--- src/rtl/fpu_mul_seq.sv ---
// Iterative binary32 multiplier, one shift-add step per cycle, 26-cycle latency.
// Ports: clk, reset (async, active-high), start, a, b -> busy, done, result, flags {N,Z,V,U}.
// Define FPU_MUL_RNE_EN for round-to-nearest-even; otherwise the product is truncated.
module fpu_mul_seq #(
    parameter int MANT_W = 24,
    parameter int ITER   = 24
) (
    input  logic        clk,
    input  logic        reset,
    input  logic        start,
    input  logic [31:0] a,
    input  logic [31:0] b,
    output logic        busy,
    output logic        done,
    output logic [31:0] result,
    output logic [3:0]  flags
);

    typedef enum logic [1:0] {
        IDLE,
        MUL,
        NORM,
        DONE
    } state_t;

    state_t state, state_nxt;

    logic [31:0]         ra, rb;
    logic [2*MANT_W-1:0] acc;
    logic [4:0]          cnt;

    // Operand decode from the latched copies
    logic        sa, sb, sign;
    logic [7:0]  ea, eb;
    logic [22:0] fa, fb;
    logic        a_nan, b_nan, a_inf, b_inf, a_zero, b_zero;
    logic [MANT_W-1:0] ma, mb;

    assign sa   = ra[31];
    assign sb   = rb[31];
    assign ea   = ra[30:23];
    assign eb   = rb[30:23];
    assign fa   = ra[22:0];
    assign fb   = rb[22:0];
    assign sign = sa ^ sb;

    assign a_nan  = (ea == 8'hFF) && (fa != 23'd0);
    assign b_nan  = (eb == 8'hFF) && (fb != 23'd0);
    assign a_inf  = (ea == 8'hFF) && (fa == 23'd0);
    assign b_inf  = (eb == 8'hFF) && (fb == 23'd0);
    // Denormals have a zero exponent and are flushed to zero
    assign a_zero = (ea == 8'd0);
    assign b_zero = (eb == 8'd0);

    assign ma = a_zero ? '0 : {1'b1, fa};
    assign mb = b_zero ? '0 : {1'b1, fb};

    // Shift-add partial product for the current multiplier bit
    logic [2*MANT_W-1:0] pp;
    assign pp = mb[cnt] ? ({{MANT_W{1'b0}}, ma} << cnt) : '0;

    // Normalize and round
    logic signed [9:0] exp0, exp1, exp2;
    logic [23:0]       sig;
    logic              inc;
    logic [24:0]       rnd;
    logic [22:0]       frac;

    assign exp0 = $signed({2'b00, ea}) + $signed({2'b00, eb}) - 10'sd127;

    always_comb begin
        sig  = acc[46:23];
        exp1 = exp0;
        if (acc[47]) begin
            sig  = acc[47:24];
            exp1 = exp0 + 10'sd1;
        end
    end

`ifdef FPU_MUL_RNE_EN
    logic guard, sticky;
    always_comb begin
        guard  = acc[22];
        sticky = |acc[21:0];
        if (acc[47]) begin
            guard  = acc[23];
            sticky = |acc[22:0];
        end
    end
    assign inc = guard & (sticky | sig[0]);
`else
    logic unused_low;
    assign unused_low = ^acc[22:0];
    assign inc = 1'b0;
`endif

    assign rnd = {1'b0, sig} + {24'd0, inc};

    // A carry out of the significand means it wrapped to 1.000...
    always_comb begin
        frac = rnd[22:0];
        exp2 = exp1;
        if (rnd[24]) begin
            frac = rnd[23:1];
            exp2 = exp1 + 10'sd1;
        end
    end

    logic [31:0] res;
    logic [3:0]  fl;

    always_comb begin
        res = {sign, exp2[7:0], frac};
        fl  = {sign, 3'b000};
        if (a_nan || b_nan || (a_inf && b_zero) || (a_zero && b_inf)) begin
            res = 32'h7FC00000;
            fl  = 4'b0000;
        end else if (a_inf || b_inf) begin
            res = {sign, 8'hFF, 23'd0};
            fl  = {sign, 3'b010};
        end else if (a_zero || b_zero) begin
            res = {sign, 31'd0};
            fl  = {sign, 3'b100};
        end else if (exp2 >= 10'sd255) begin
            res = {sign, 8'hFF, 23'd0};
            fl  = {sign, 3'b010};
        end else if (exp2 <= 10'sd0) begin
            res = {sign, 31'd0};
            fl  = {sign, 3'b101};
        end
    end

    always_comb begin
        state_nxt = state;
        unique case (state)
            IDLE: if (start) state_nxt = MUL;
            MUL:  if (cnt == 5'(ITER - 1)) state_nxt = NORM;
            NORM: state_nxt = DONE;
            DONE: state_nxt = IDLE;
            default: state_nxt = IDLE;
        endcase
    end

    always_ff @(posedge clk or posedge reset) begin
        if (reset) begin
            state  <= IDLE;
            busy   <= 1'b0;
            done   <= 1'b0;
            result <= 32'd0;
            flags  <= 4'd0;
            acc    <= '0;
            cnt    <= 5'd0;
            ra     <= 32'd0;
            rb     <= 32'd0;
        end else begin
            state <= state_nxt;
            done  <= 1'b0;
            unique case (state)
                IDLE: begin
                    if (start) begin
                        ra   <= a;
                        rb   <= b;
                        busy <= 1'b1;
                        cnt  <= 5'd0;
                        acc  <= '0;
                    end
                end
                MUL: begin
                    acc <= acc + pp;
                    cnt <= cnt + 5'd1;
                end
                NORM: begin
                    result <= res;
                    flags  <= fl;
                end
                DONE: begin
                    busy <= 1'b0;
                    done <= 1'b1;
                end
                default: ;
            endcase
        end
    end

endmodule

--- config.mk ---
export PLATFORM = sky130hd
export DESIGN_NAME = fpu_mul_seq
export DESIGN_NICKNAME = d
export VERILOG_FILES = /design/src/rtl/fpu_mul_seq.sv
export SDC_FILE = /design/constraint.sdc
export NUM_CORES = 1
export LEC_CHECK = 0
export CAP_MARGIN = 30
export CORE_MARGIN = 2
export CORE_UTILIZATION = 53
export CTS_CLUSTER_SIZE = 40
export DETAILED_ROUTE_END_ITERATION = 10
export HOLD_SLACK_MARGIN = 0.08
export PLACE_DENSITY = 0.74
export SYNTH_ARGS = -nofsm -noshare
export SYNTH_HDL_FRONTEND = slang
export SYNTH_SLANG_ARGS = --single-unit
--- constraint.sdc ---
create_clock -name clk -period 10.7 [get_ports clk]
set_clock_uncertainty 0.2 [all_clocks]
set_input_delay 2.14 -clock clk [delete_from_list [all_inputs] [get_ports clk]]
set_output_delay 2.14 -clock clk [all_outputs]
set_load 0.01 [all_outputs]
==> impl_metrics.py <==
metrics = {
    "yosys": {
        "dominant_combinational_cell_family_by_area_after_synthesis": "compound AO/OA/AOI/OAI gates",
        "synth-xor-area-share_pct": 3.31,
        "synthMuxAreaShare_pct": 14.2,
        "synth_top_area_cell": "sky130_fd_sc_hd__dfrtp_1",
        "ys_seq_elements": 156,
        "number_of_distinct_library_cell_variants_in_the_gate_level_netlist_after_synthesis": 83,
        "synthTopCellsByArea": "sky130_fd_sc_hd__dfrtp_1 (33%), sky130_fd_sc_hd__ha_1 (7.1%), sky130_fd_sc_hd__mux2_2 (7.1%)",
        "synth_compound_area_share_pct": 20.7,
        "yosys.area_share.simple_pct": 16.8,
        "synthesis.area_sq_um": 11900,
        "synthArstFlopShare_pct": 100,
        "avgSynthCellArea_sq_um": 8.81,
        "synthesis.instances": 1353,
        "synthAdderAreaFrac_pct": 7.47,
        "synth-edff-count": 0,
        "synth-seq-area-share_pct": 32.8,
        "synth_fp_nets": 1490,
        "dominantRegCellSynth": "sky130_fd_sc_hd__dfrtp_1",
        "synth_top_cell_area_share_pct": 32.8,
        "synth.yosys.warnings": 0,
    },
    "pwr": {
        "internal-power_mw": 2.36,
        "p_comb_share_pct": 62.6,
        "switching_share_pct": 48.4,
        "pwr-share-seq_pct": 23.2,
        "switching_power_mw": 2.21,
        "total_leakage_power_nw": 5.62,
        "power.clock.fraction_pct": 14.2,
        "power.ir.vdd_worst_uv": 162,
        "power.density_cell_area_nw_per_um2": 334,
    },
    "placement": {
        "detailedPlace.worstSlack_ns": 4.49,
        "detailedPlacementHpwl_um": 22800,
        "routabilityCongestion": 0.949,
        "place.port_buffers": 104,
    },
    "worst_setup_path": {
        "worstPathRequired_ns": 10.83,
        "reg2regPathDepth": 20,
        "end_kind": "flop",
        "reg2reg_slack_ns": 4.38,
        "critical_path_arrival_ns": 6.46,
        "crit_path_max_fanout": 42,
        "path_class": "reg2reg",
        "timing.rr.end": "acc[44]",
        "worst_r2r_startpoint": "cnt[0]",
        "critical_path.startpoint_type": "flop",
    },
    "grt": {
        "number_of_global_route_vias_before_repair": 10100,
        "groute.usage.overall_pct": 26.6,
        "grt_max_degree": 86,
        "grt.overflow.total": 0,
        "grt_antenna_before_repair": 0,
        "grt_pass1_wl_um": 51600,
    },
    "cts": {
        "clock_tree.htree_level_count": 4,
        "cts_hold_buffers": 0,
        "post-cts-setup-buffer-count": 0,
        "clock_buffers_created_by_tritoncts": 17,
        "ctsResizeCount": 0,
        "clk_path_buf_depth": 2,
        "clock_insertion_delay_worst_skew_ns": 0.44,
        "clk_transition_reported_paths_ns": 0.07,
        "clock-root-buffer": "sky130_fd_sc_hd__clkbuf_16",
        "cts_sinks": 156,
        "cts_tree": "done",
    },
    "timing": {
        "tmin_final_ns": 6.32,
        "worstMarginPinSlew_ns": 1.00,
        "timing.setup.tns_ns": 0,
        "worst_slew_margin_rel_pct": 32.4,
        "hold_slack_ns": 0.280,
        "setup_violations": 0,
        "final_max_slew_viol_count": 0,
        "fmax_ghz": 0.158,
        "final_min_period_over_clock_period_pct": 59.1,
        "post-route-worst-setup-slack_ns": 4.38,
        "rsz0062_at_grt": "false",
        "report.final.hold_viol_count": 0,
    },
    "route": {
        "wire_per_inst_um": 18.4,
        "drtAntennaViolNets": 0,
        "drtIter0Drc": 950,
        "vias_per_cell": 6.24,
        "route.vias.total": 10600,
        "detail_route.drc_violations": 0,
        "number_of_optimization_iterations_in_the_first_detailed_route_pass": 6,
        "drt_wl_total_um": 31100,
    },
    "cells_and_area": {
        "highest_count_cells_in_the_layout_ignoring_fill_and_taps": "sky130_fd_sc_hd__dfrtp_1 (154), sky130_fd_sc_hd__nand2_1 (137), sky130_fd_sc_hd__clkdlybuf4s50_1 (104)",
        "fillers": 1874,
        "post_layout_nets": 1540,
        "synthToLayoutAreaGrowth_pct": 14.8,
        "share_of_final_layout_standard_cells_stronger_than_drive_strength_1_pct": 11.9,
        "antenna_cells_inserted": 0,
        "final_common_cell": "sky130_fd_sc_hd__dfrtp_1",
    },
    "floorplan": {
        "io_pins": 105,
        "area_of_the_die_sq_um": 23700,
        "initial_core_util_pct": 54.3,
        "coreArea_sq_um": 22000,
        "die_w_um": 154,
        "row_count": 54,
        "die_h_um": 154,
    },
    "status": {
        "run_status": "complete, no violations",
    },
    "worst_hold_path": {
        "whs_endpoint": "result[25]",
        "worstHoldPathType": "reg2reg",
        "min_delay_path_depth": 1,
        "hold_start": "result[25]",
    },
    "job": {
        "maxCapViolCount": 0,
    },
}
cell type report:
class                      instances  area (sq um)  share of cell area, %
timing repair buffer             114          1120                   8.16
clock buffer                      17           425                   3.11
sequential                       156          3910                   28.6
multi-input combinational       1056          7460                   54.6
clock inverter                    15           196                   1.44
tap                              280           350                   2.56
inverter                          58           223                   1.63
metal layers:
layer	part of all wire [%]	global-route usage [%]	vias up
li1	-	-	5084
met1	44	36.5	5087
met2	47	43.1	365
met3	6.0	4.34	54
met4	2.1	8.59	0
met5	0	0	-
critical path: stages (launching register included):
cell	delay (ns)
sky130_fd_sc_hd__dfrtp_2	0.97
sky130_fd_sc_hd__mux2_2	0.42
sky130_fd_sc_hd__a211o_1	0.31
sky130_fd_sc_hd__o221ai_1	0.20
sky130_fd_sc_hd__a21oi_1	0.07
sky130_fd_sc_hd__o21ai_1	0.15
sky130_fd_sc_hd__buf_4	0.28
sky130_fd_sc_hd__nand2b_1	0.42
sky130_fd_sc_hd__nand2b_1	0.23
sky130_fd_sc_hd__nor2_1	0.07
sky130_fd_sc_hd__ha_1	0.22
sky130_fd_sc_hd__fa_1	0.41
sky130_fd_sc_hd__a21o_1	0.18
sky130_fd_sc_hd__and4_1	0.20
sky130_fd_sc_hd__o21ai_0	0.44
sky130_fd_sc_hd__o211ai_1	0.29
sky130_fd_sc_hd__and3_1	0.28
sky130_fd_sc_hd__o211a_1	0.27
sky130_fd_sc_hd__o21ai_0	0.24
sky130_fd_sc_hd__nand3_1	0.11
sky130_fd_sc_hd__a32o_1	0.25
how the worst max path moves through the flow:
stage                       from  cells after the start  slack, ns       to
final                     cnt[0]                     20       4.38  acc[44]
after global routing      cnt[0]                     20       3.89  acc[44]
after CTS                 cnt[0]                     20       4.40  acc[32]
after detailed placement  cnt[0]                     20       4.49  acc[44]
after global placement    cnt[0]                     20       4.59  acc[44]
after floorplan            reset                      1       4.15   acc[0]
logic make-up after synthesis:
kind of cell | count (synthesis)
AO/OA/AOI/OAI | 384
XOR/XNOR | 45
adder cells (fa/ha/maj) | 70
buffers and inverters | 141
flip-flops | 156
multiplexers | 141
AND/OR/NAND/NOR | 416
sequential cells by signal, summed over array words and instances (netlist names):
signal / flops
ra: 32
flags: 3
acc: 48
state: 2
result: 32
rb: 32
done: 1
busy: 1
cnt: 5
power by group through the flow:
stage	Clock, mW	Sequential, mW	Combinational [mW]
2_1_floorplan	0	0.957	2.23
3_3_place_gp	0	1.05	2.75
3_5_place_dp	0	1.07	2.80
4_1_cts	0.658	1.06	2.83
5_1_grt	0.681	1.09	3.15
6_report	0.650	1.06	2.86
synthesized netlist by cell type (7+ instances only):
library cell               instances
sky130_fd_sc_hd__mux4_2           15
sky130_fd_sc_hd__nand4_1          29
sky130_fd_sc_hd__or3_1            11
sky130_fd_sc_hd__a22oi_1          11
sky130_fd_sc_hd__o22ai_1          29
sky130_fd_sc_hd__mux2_2           75
sky130_fd_sc_hd__nor2_1          102
sky130_fd_sc_hd__a211oi_1         25
sky130_fd_sc_hd__nor3_1           35
sky130_fd_sc_hd__nand2_1         139
sky130_fd_sc_hd__a31oi_1          15
sky130_fd_sc_hd__a21o_1           24
sky130_fd_sc_hd__o21a_1           13
sky130_fd_sc_hd__mux2i_1          50
sky130_fd_sc_hd__dfrtp_1         156
sky130_fd_sc_hd__ha_1             68
sky130_fd_sc_hd__nor4_1           19
sky130_fd_sc_hd__xnor2_1          23
sky130_fd_sc_hd__o21bai_1         11
sky130_fd_sc_hd__nand2b_1         11
sky130_fd_sc_hd__nor2b_1          14
sky130_fd_sc_hd__nand3_1          13
sky130_fd_sc_hd__o21ai_0         100
sky130_fd_sc_hd__inv_1            57
sky130_fd_sc_hd__a22o_1            7
sky130_fd_sc_hd__buf_1             8
sky130_fd_sc_hd__xor2_1           22
sky130_fd_sc_hd__clkbuf_1         64
sky130_fd_sc_hd__a21oi_1          85
stage by stage:
| step | cell area, sq um | power [mW] | util, % | instances |
|---|---|---|---|---|
| 3_3_place_gp | 13100 | 3.80 | 59.5 | 1664 |
| 2_1_floorplan | 11900 | 3.19 | - | 1353 |
| 6_report | 13700 | 4.57 | 62.3 | 1696 |
| 3_5_place_dp | 13100 | 3.86 | 59.5 | 1664 |
| 4_1_cts | 13700 | 4.54 | 62.3 | 1696 |
| 5_1_grt | 13700 | 4.93 | 62.3 | 1696 |
Power figures use the tool's default switching activity.
